File: config.mk
export PLATFORM = sky130hd
export DESIGN_NAME = seq_cla_divider
export DESIGN_NICKNAME = d
export VERILOG_FILES = /design/src/rtl/seq_cla_divider.sv
export SDC_FILE = /design/constraint.sdc
export NUM_CORES = 1
export LEC_CHECK = 0
export ABC_AREA = 1
export ABC_CLOCK_PERIOD_IN_PS = 3100
export BUFFER_PORTS_ARGS = -buffer_cell sky130_fd_sc_hd__buf_2
export CAP_MARGIN = 15
export CORE_UTILIZATION = 50
export DETAILED_ROUTE_END_ITERATION = 10
export PLACE_DENSITY = 0.71
export SLEW_MARGIN = 20
export SYNTH_ARGS = -nofsm -noshare
export SYNTH_HDL_FRONTEND = slang
export SYNTH_SLANG_ARGS = --single-unit
File: constraint.sdc
create_clock -name clk -period 3.1 [get_ports clk]
set_input_delay 0.465 -clock clk [delete_from_list [all_inputs] [get_ports clk]]
set_output_delay 0.465 -clock clk [all_outputs]
set_load 0.005 [all_outputs]
File: src/rtl/seq_cla_divider.sv
// Multi-cycle unsigned restoring divider. Each RUN cycle does one trial
// subtraction R - D through a carry-lookahead adder built from mpfa/mclg4 cells.

module seq_cla_mpfa (
  input  logic a,
  input  logic b,
  input  logic c,
  output logic s,
  output logic p,
  output logic g
);
  assign p = a ^ b;
  assign g = a & b;
  assign s = p ^ c;
endmodule

module seq_cla_mclg4 (
  input  logic [3:0] p,
  input  logic [3:0] g,
  input  logic       ci,
  output logic [3:0] co
);
  // co[i] is the carry into bit i+1 of the group
  assign co[0] = g[0] | (p[0] & ci);
  assign co[1] = g[1] | (p[1] & g[0]) | (p[1] & p[0] & ci);
  assign co[2] = g[2] | (p[2] & g[1]) | (p[2] & p[1] & g[0]) | (p[2] & p[1] & p[0] & ci);
  assign co[3] = g[3] | (p[3] & g[2]) | (p[3] & p[2] & g[1]) | (p[3] & p[2] & p[1] & g[0])
               | (p[3] & p[2] & p[1] & p[0] & ci);
endmodule

module seq_cla_adder #(
  parameter int N = 17
) (
  input  logic [N-1:0] a,
  input  logic [N-1:0] b,
  input  logic         ci,
  output logic [N-1:0] s,
  output logic         co
);
  localparam int NG = (N + 3) / 4;
  localparam int NP = NG * 4;

  logic [NP-1:0] ap, bp, sp, p, g;
  logic [NP:0]   c;
  logic          unused_pad;

  assign ap   = NP'(a);
  assign bp   = NP'(b);
  assign c[0] = ci;

  for (genvar i = 0; i < NP; i++) begin : g_fa
    seq_cla_mpfa u_fa (.a(ap[i]), .b(bp[i]), .c(c[i]), .s(sp[i]), .p(p[i]), .g(g[i]));
  end

  // groups chained carry-to-carry
  for (genvar k = 0; k < NG; k++) begin : g_lg
    seq_cla_mclg4 u_lg (.p(p[4*k +: 4]), .g(g[4*k +: 4]), .ci(c[4*k]), .co(c[4*k+1 +: 4]));
  end

  assign s          = sp[N-1:0];
  assign co         = c[N];
  assign unused_pad = ^{sp[NP-1:N], c[NP:N+1]};
endmodule

module seq_cla_divider #(
  parameter int WIDTH = 16
) (
  input  logic             clk,
  input  logic             rst,
  input  logic             start,
  input  logic [WIDTH-1:0] Dividend,
  input  logic [WIDTH-1:0] Divisor,
  output logic             busy,
  output logic             done,
  output logic [WIDTH-1:0] Quotient,
  output logic [WIDTH-1:0] Remainder,
  output logic             DivByZero
);
  if (WIDTH != 8 && WIDTH != 16) begin : g_bad_width
    $error("seq_cla_divider: WIDTH must be 8 or 16");
  end

  localparam int CW = $clog2(WIDTH + 1);

  localparam logic [1:0] S_IDLE = 2'd0;
  localparam logic [1:0] S_RUN  = 2'd1;
  localparam logic [1:0] S_DIVZ = 2'd2;
  localparam logic [1:0] S_FIN  = 2'd3;

  logic [1:0]       state_q, state_d;
  logic [WIDTH-1:0] q_q, q_d, d_q, d_d;
  logic [WIDTH:0]   r_q, r_d;
  logic [CW-1:0]    cnt_q, cnt_d;
  logic [WIDTH-1:0] quo_q, quo_d, rem_q, rem_d;
  logic             dz_q, dz_d, done_q, done_d;

  logic [WIDTH:0]   r_sh, t;
  logic             c_out;
  logic             unused_msb;

  // R[WIDTH] is always 0 after a restore, so the shift drops it
  assign r_sh       = {r_q[WIDTH-1:0], q_q[WIDTH-1]};
  assign unused_msb = r_q[WIDTH];

  seq_cla_adder #(.N(WIDTH + 1)) u_sub (
    .a  (r_sh),
    .b  (~{1'b0, d_q}),
    .ci (1'b1),
    .s  (t),
    .co (c_out)
  );

  always_comb begin
    state_d = state_q;
    q_d     = q_q;
    d_d     = d_q;
    r_d     = r_q;
    cnt_d   = cnt_q;
    quo_d   = quo_q;
    rem_d   = rem_q;
    dz_d    = dz_q;
    done_d  = 1'b0;
    case (state_q)
      S_IDLE: if (start) begin
        q_d     = Dividend;
        d_d     = Divisor;
        r_d     = '0;
        dz_d    = 1'b0;
        cnt_d   = CW'(WIDTH);
        state_d = (Divisor == '0) ? S_DIVZ : S_RUN;
      end
      S_RUN: begin
        q_d   = {q_q[WIDTH-2:0], c_out};
        r_d   = c_out ? t : r_sh;
        cnt_d = cnt_q - 1'b1;
        if (cnt_q == CW'(1)) state_d = S_FIN;
      end
      S_DIVZ: begin
        quo_d   = '1;
        rem_d   = q_q;
        dz_d    = 1'b1;
        state_d = S_FIN;
      end
      default: begin
        done_d = 1'b1;
        if (!dz_q) begin
          quo_d = q_q;
          rem_d = r_q[WIDTH-1:0];
        end
        state_d = S_IDLE;
      end
    endcase
  end

  always_ff @(posedge clk or posedge rst) begin
    if (rst) begin
      state_q <= S_IDLE;
      q_q     <= '0;
      d_q     <= '0;
      r_q     <= '0;
      cnt_q   <= '0;
      quo_q   <= '0;
      rem_q   <= '0;
      dz_q    <= 1'b0;
      done_q  <= 1'b0;
    end else begin
      state_q <= state_d;
      q_q     <= q_d;
      d_q     <= d_d;
      r_q     <= r_d;
      cnt_q   <= cnt_d;
      quo_q   <= quo_d;
      rem_q   <= rem_d;
      dz_q    <= dz_d;
      done_q  <= done_d;
    end
  end

  assign busy      = (state_q == S_RUN) || (state_q == S_DIVZ);
  assign done      = done_q;
  assign Quotient  = quo_q;
  assign Remainder = rem_q;
  assign DivByZero = dz_q;
endmodule

==> flow_metrics.tcl <==
set metrics [dict create \
    max_cap_violations 0 \
    cpMaxStageDelayCell "dfrtp_1" \
    ys.flop_type "dfrtp_1" \
    holdWs_ns 0.1964 \
    finalHoldViolations 0 \
    outcome "completed" \
    synth-edff-count 0 \
    drc 0 \
    rr_endpoint "r_q[13]$_DFFE_PP0P_" \
    cts_max_level 3 \
    drive_gt1_share_pct 20.71 \
    core_um2 9371 \
    fin_crit_ns 2.374 \
    multi_input_comb_area_um2 2233 \
    crit_cells 15 \
    syn_avg_cell_area_um2 8.452 \
    async_reset_ff_share_pct 100.0 \
    overflow 0 \
    vdd_drop_max_v 0.001063 \
    diodes 0 \
    worst-path-buf-inv 2 \
    fin_tns_setup_ns 0 \
    slowest_delay_ns 0.43 \
    wl_mm 11.24 \
    ctsHoldBuffers 0 \
    worstPathCellList "ha_1, nand2_1, inv_1, nand3_1, nand2_2, nand2_2, nand2_4, nand2_2, nand2_4, inv_1, fa_1, xor2_1, nand2_1, nand3_1, o21ai_0" \
    ys_seq_area_share_pct 45.51 \
    nets 703 \
    wire_per_inst_um 14.48 \
    drv_slew 0 \
    crit_path_start "r_q[1]$_DFFE_PP0P_" \
    gr-usage-all-layers_pct 24.03 \
    grt_pass1_wl_mm 18.71 \
    regToRegSetupSlack_ns 0.73 \
    worstMarginPinSlew_ns 0.7740 \
    clk_latency_ns 0.37 \
    cts_made_buffers 9 \
    yosys_warnings 0 \
    dr_total_vias 4041 \
    path_clk_slew_ns 0.10 \
    syn_nets 640 \
    final_core_util_pct 59.43 \
    syn_to_final_growth_pct 13.81 \
    p_per_area_nw_per_um2 1303 \
    cts_max_path_buffers 2 \
    synth_area_um2 4893 \
    die_y_um 100.9 \
    die_w_um 100.9 \
    grt_pass1_vias 3947 \
    port_buffers 69 \
    criticalPathCategory "register to register" \
    crit_path_start_kind "register" \
    seq_area_um2 2227 \
    placementRows 35 \
    rsz0062_at_grt "false" \
    crit_top_cell "nand2_2" \
    finalNonFillerCells 776 \
    hp-class "primary input to async pin" \
    antenna_found_initial 0 \
    synth_cells 579 \
    setup_viol 0 \
    fmax_ghz 0.4212 \
    critPathTopFamily "adder cells" \
    slew_headroom_pct 48.34 \
    cts.sinks 89 \
    required_ns 3.33 \
    cts_tree "done" \
    place.gp.congestion 0.8177 \
    drt_iter0_drc 257 \
    cts_setup_buffers 0 \
    end_kind "register" \
    finalCritPeriodShare_pct 76.59 \
    cp-endpoint "r_q[13]$_DFFE_PP0P_" \
    placed_cells 759 \
    dr.pass1.iters 4 \
    antenna_left 0 \
    cp_max_fo 4 \
    io_pins 70 \
    initial_utilization_pct 52.22 \
    hpwl_mm 8.156 \
    fillers 886 \
    p_leak_nw 2.737 \
    r2r_start "r_q[1]$_DFFE_PP0P_" \
    ys_ff_latch 89 \
    die_area_um2 10190 \
    r2r_cells 15 \
    drt-vias-per-instance 5.207 \
    cts_resized 0 \
    fin_skew_ns 0.008995 \
    grt_max_degree 65 \
    clock-root-buffer "clkbuf_8" \
    ys_types 39 \
    crit_arrival_ns 2.60 \
]
-- worst register-to-register path, stage by stage, from the launching register on --
cell,delay (ns)
dfrtp_1,0.43
ha_1,0.34
nand2_1,0.08
inv_1,0.05
nand3_1,0.07
nand2_2,0.11
nand2_2,0.07
nand2_4,0.08
nand2_2,0.06
nand2_4,0.08
inv_1,0.06
fa_1,0.41
xor2_1,0.17
nand2_1,0.07
nand3_1,0.07
o21ai_0,0.09
-- cell families after synthesis --
logic type,Yosys count,synth area share (%)
simple gates,230,21.73
xor+xnor,9,1.611
fa+ha+maj,26,7.108
buf+inv,112,9.077
flops,89,45.51
compound gates,113,14.96
-- how the worst min path moves through the flow --
stage                               startpoint                 endpoint  slack (ns)  cells after the start
after floorplan           cnt_q[4]$_DFFE_PP0P_     cnt_q[4]$_DFFE_PP0P_        0.48                      2
after global placement    cnt_q[4]$_DFFE_PP0P_     cnt_q[4]$_DFFE_PP0P_        0.49                      2
after detailed placement   r_q[15]$_DFFE_PP0P_      r_q[15]$_DFFE_PP0P_        0.51                      2
after CTS                                  rst  Quotient[3]$_DFFE_PP0P_        0.23                      2
after global routing                       rst  Quotient[3]$_DFFE_PP0P_        0.26                      2
final                                      rst  Quotient[3]$_DFFE_PP0P_        0.20                      2
-- cells in the mapped netlist, types with 2 or more instances --
cell	n	area (um^2)
nand2_1	113	424.2
dfrtp_1	89	2227
inv_1	81	304.0
nor2_1	48	180.2
o21ai_0	42	210.2
a31oi_1	32	200.2
ha_1	23	287.8
nand3_1	21	105.1
clkbuf_1	17	63.81
nand4_1	17	106.4
o211ai_1	14	105.1
buf_2	10	50.05
nand2_2	8	50.05
nand3_2	8	80.08
a21oi_1	6	30.03
o21ai_2	5	43.79
xor2_1	5	43.79
nor4_1	4	25.02
xnor2_1	4	35.03
fa_1	3	60.06
nand2_4	3	33.78
nor2_2	3	18.77
nor3_1	3	15.01
a21oi_2	2	17.52
inv_2	2	7.510
o21bai_1	2	15.01
o22ai_1	2	12.51
-- routing by layer --
layer | share of wire, % | global-route usage [%] | up-vias | wire length (um)
met5 | 0 | 0 | - | 0
met4 | 1.4 | 8.250 | 0 | 159
met3 | 3.0 | 3.606 | 10 | 342
met2 | 53 | 41.62 | 61 | 5931
met1 | 43 | 30.76 | 1935 | 4806
li1 | - | - | 2035 | -
-- per-stage QoR --
step	total power [mW]	setup WS, ns	area [um^2]
floorplan	5.422	0.3281	4893
global placement	6.268	0.7875	5359
detailed placement	6.469	0.6313	5359
CTS	7.257	0.6397	5542
global route	8.003	0.5056	5569
finish	7.258	0.7257	5569
-- flip-flops by register name, indices dropped and copies added (netlist names) --
| signal | flops |
|---|---|
| DivByZero | 1 |
| cnt_q | 5 |
| r_q | 16 |
| d_q | 16 |
| q_q | 16 |
| state_q | 2 |
| Quotient | 16 |
| Remainder | 16 |
| done | 1 |
-- cell usage in the layout (no fill, tap or decap), drive strengths merged, types with 3 or more instances in the layout --
master,synthesis,routed
nand2,124,124
dfrtp,89,89
inv,83,87
buf,11,80
nor2,51,51
o21ai,48,48
a31oi,32,32
nand3,30,30
ha,23,23
nand4,17,17
o211ai,14,14
clkbuf,17,9
a21oi,8,8
xor2,5,5
nor4,4,4
xnor2,4,4
nor3,3,3
fa,3,3
o22ai,3,3
o21bai,3,3
clkinv,1,3
-- report_power, final --
part | leakage [nW] | internal (mW) | switching [mW] | total, mW
Clock | 0.0929 | 0.307 | 0.466 | 0.773
Combinational | 1.57 | 1.68 | 2.69 | 4.37
Sequential | 1.07 | 1.76 | 0.355 | 2.11
-- area by class of cell --
class                   instances  share of cell area, %
repair buffers                 80                  8.043
inverters                      84                  5.684
flip-flops and latches         89                  39.99
well taps                     129                  2.898
multi-input cells             378                  40.10
clock buffers                   9                  2.224
clock inverters                 7                  1.056
(Power assumes the default switching activity.)
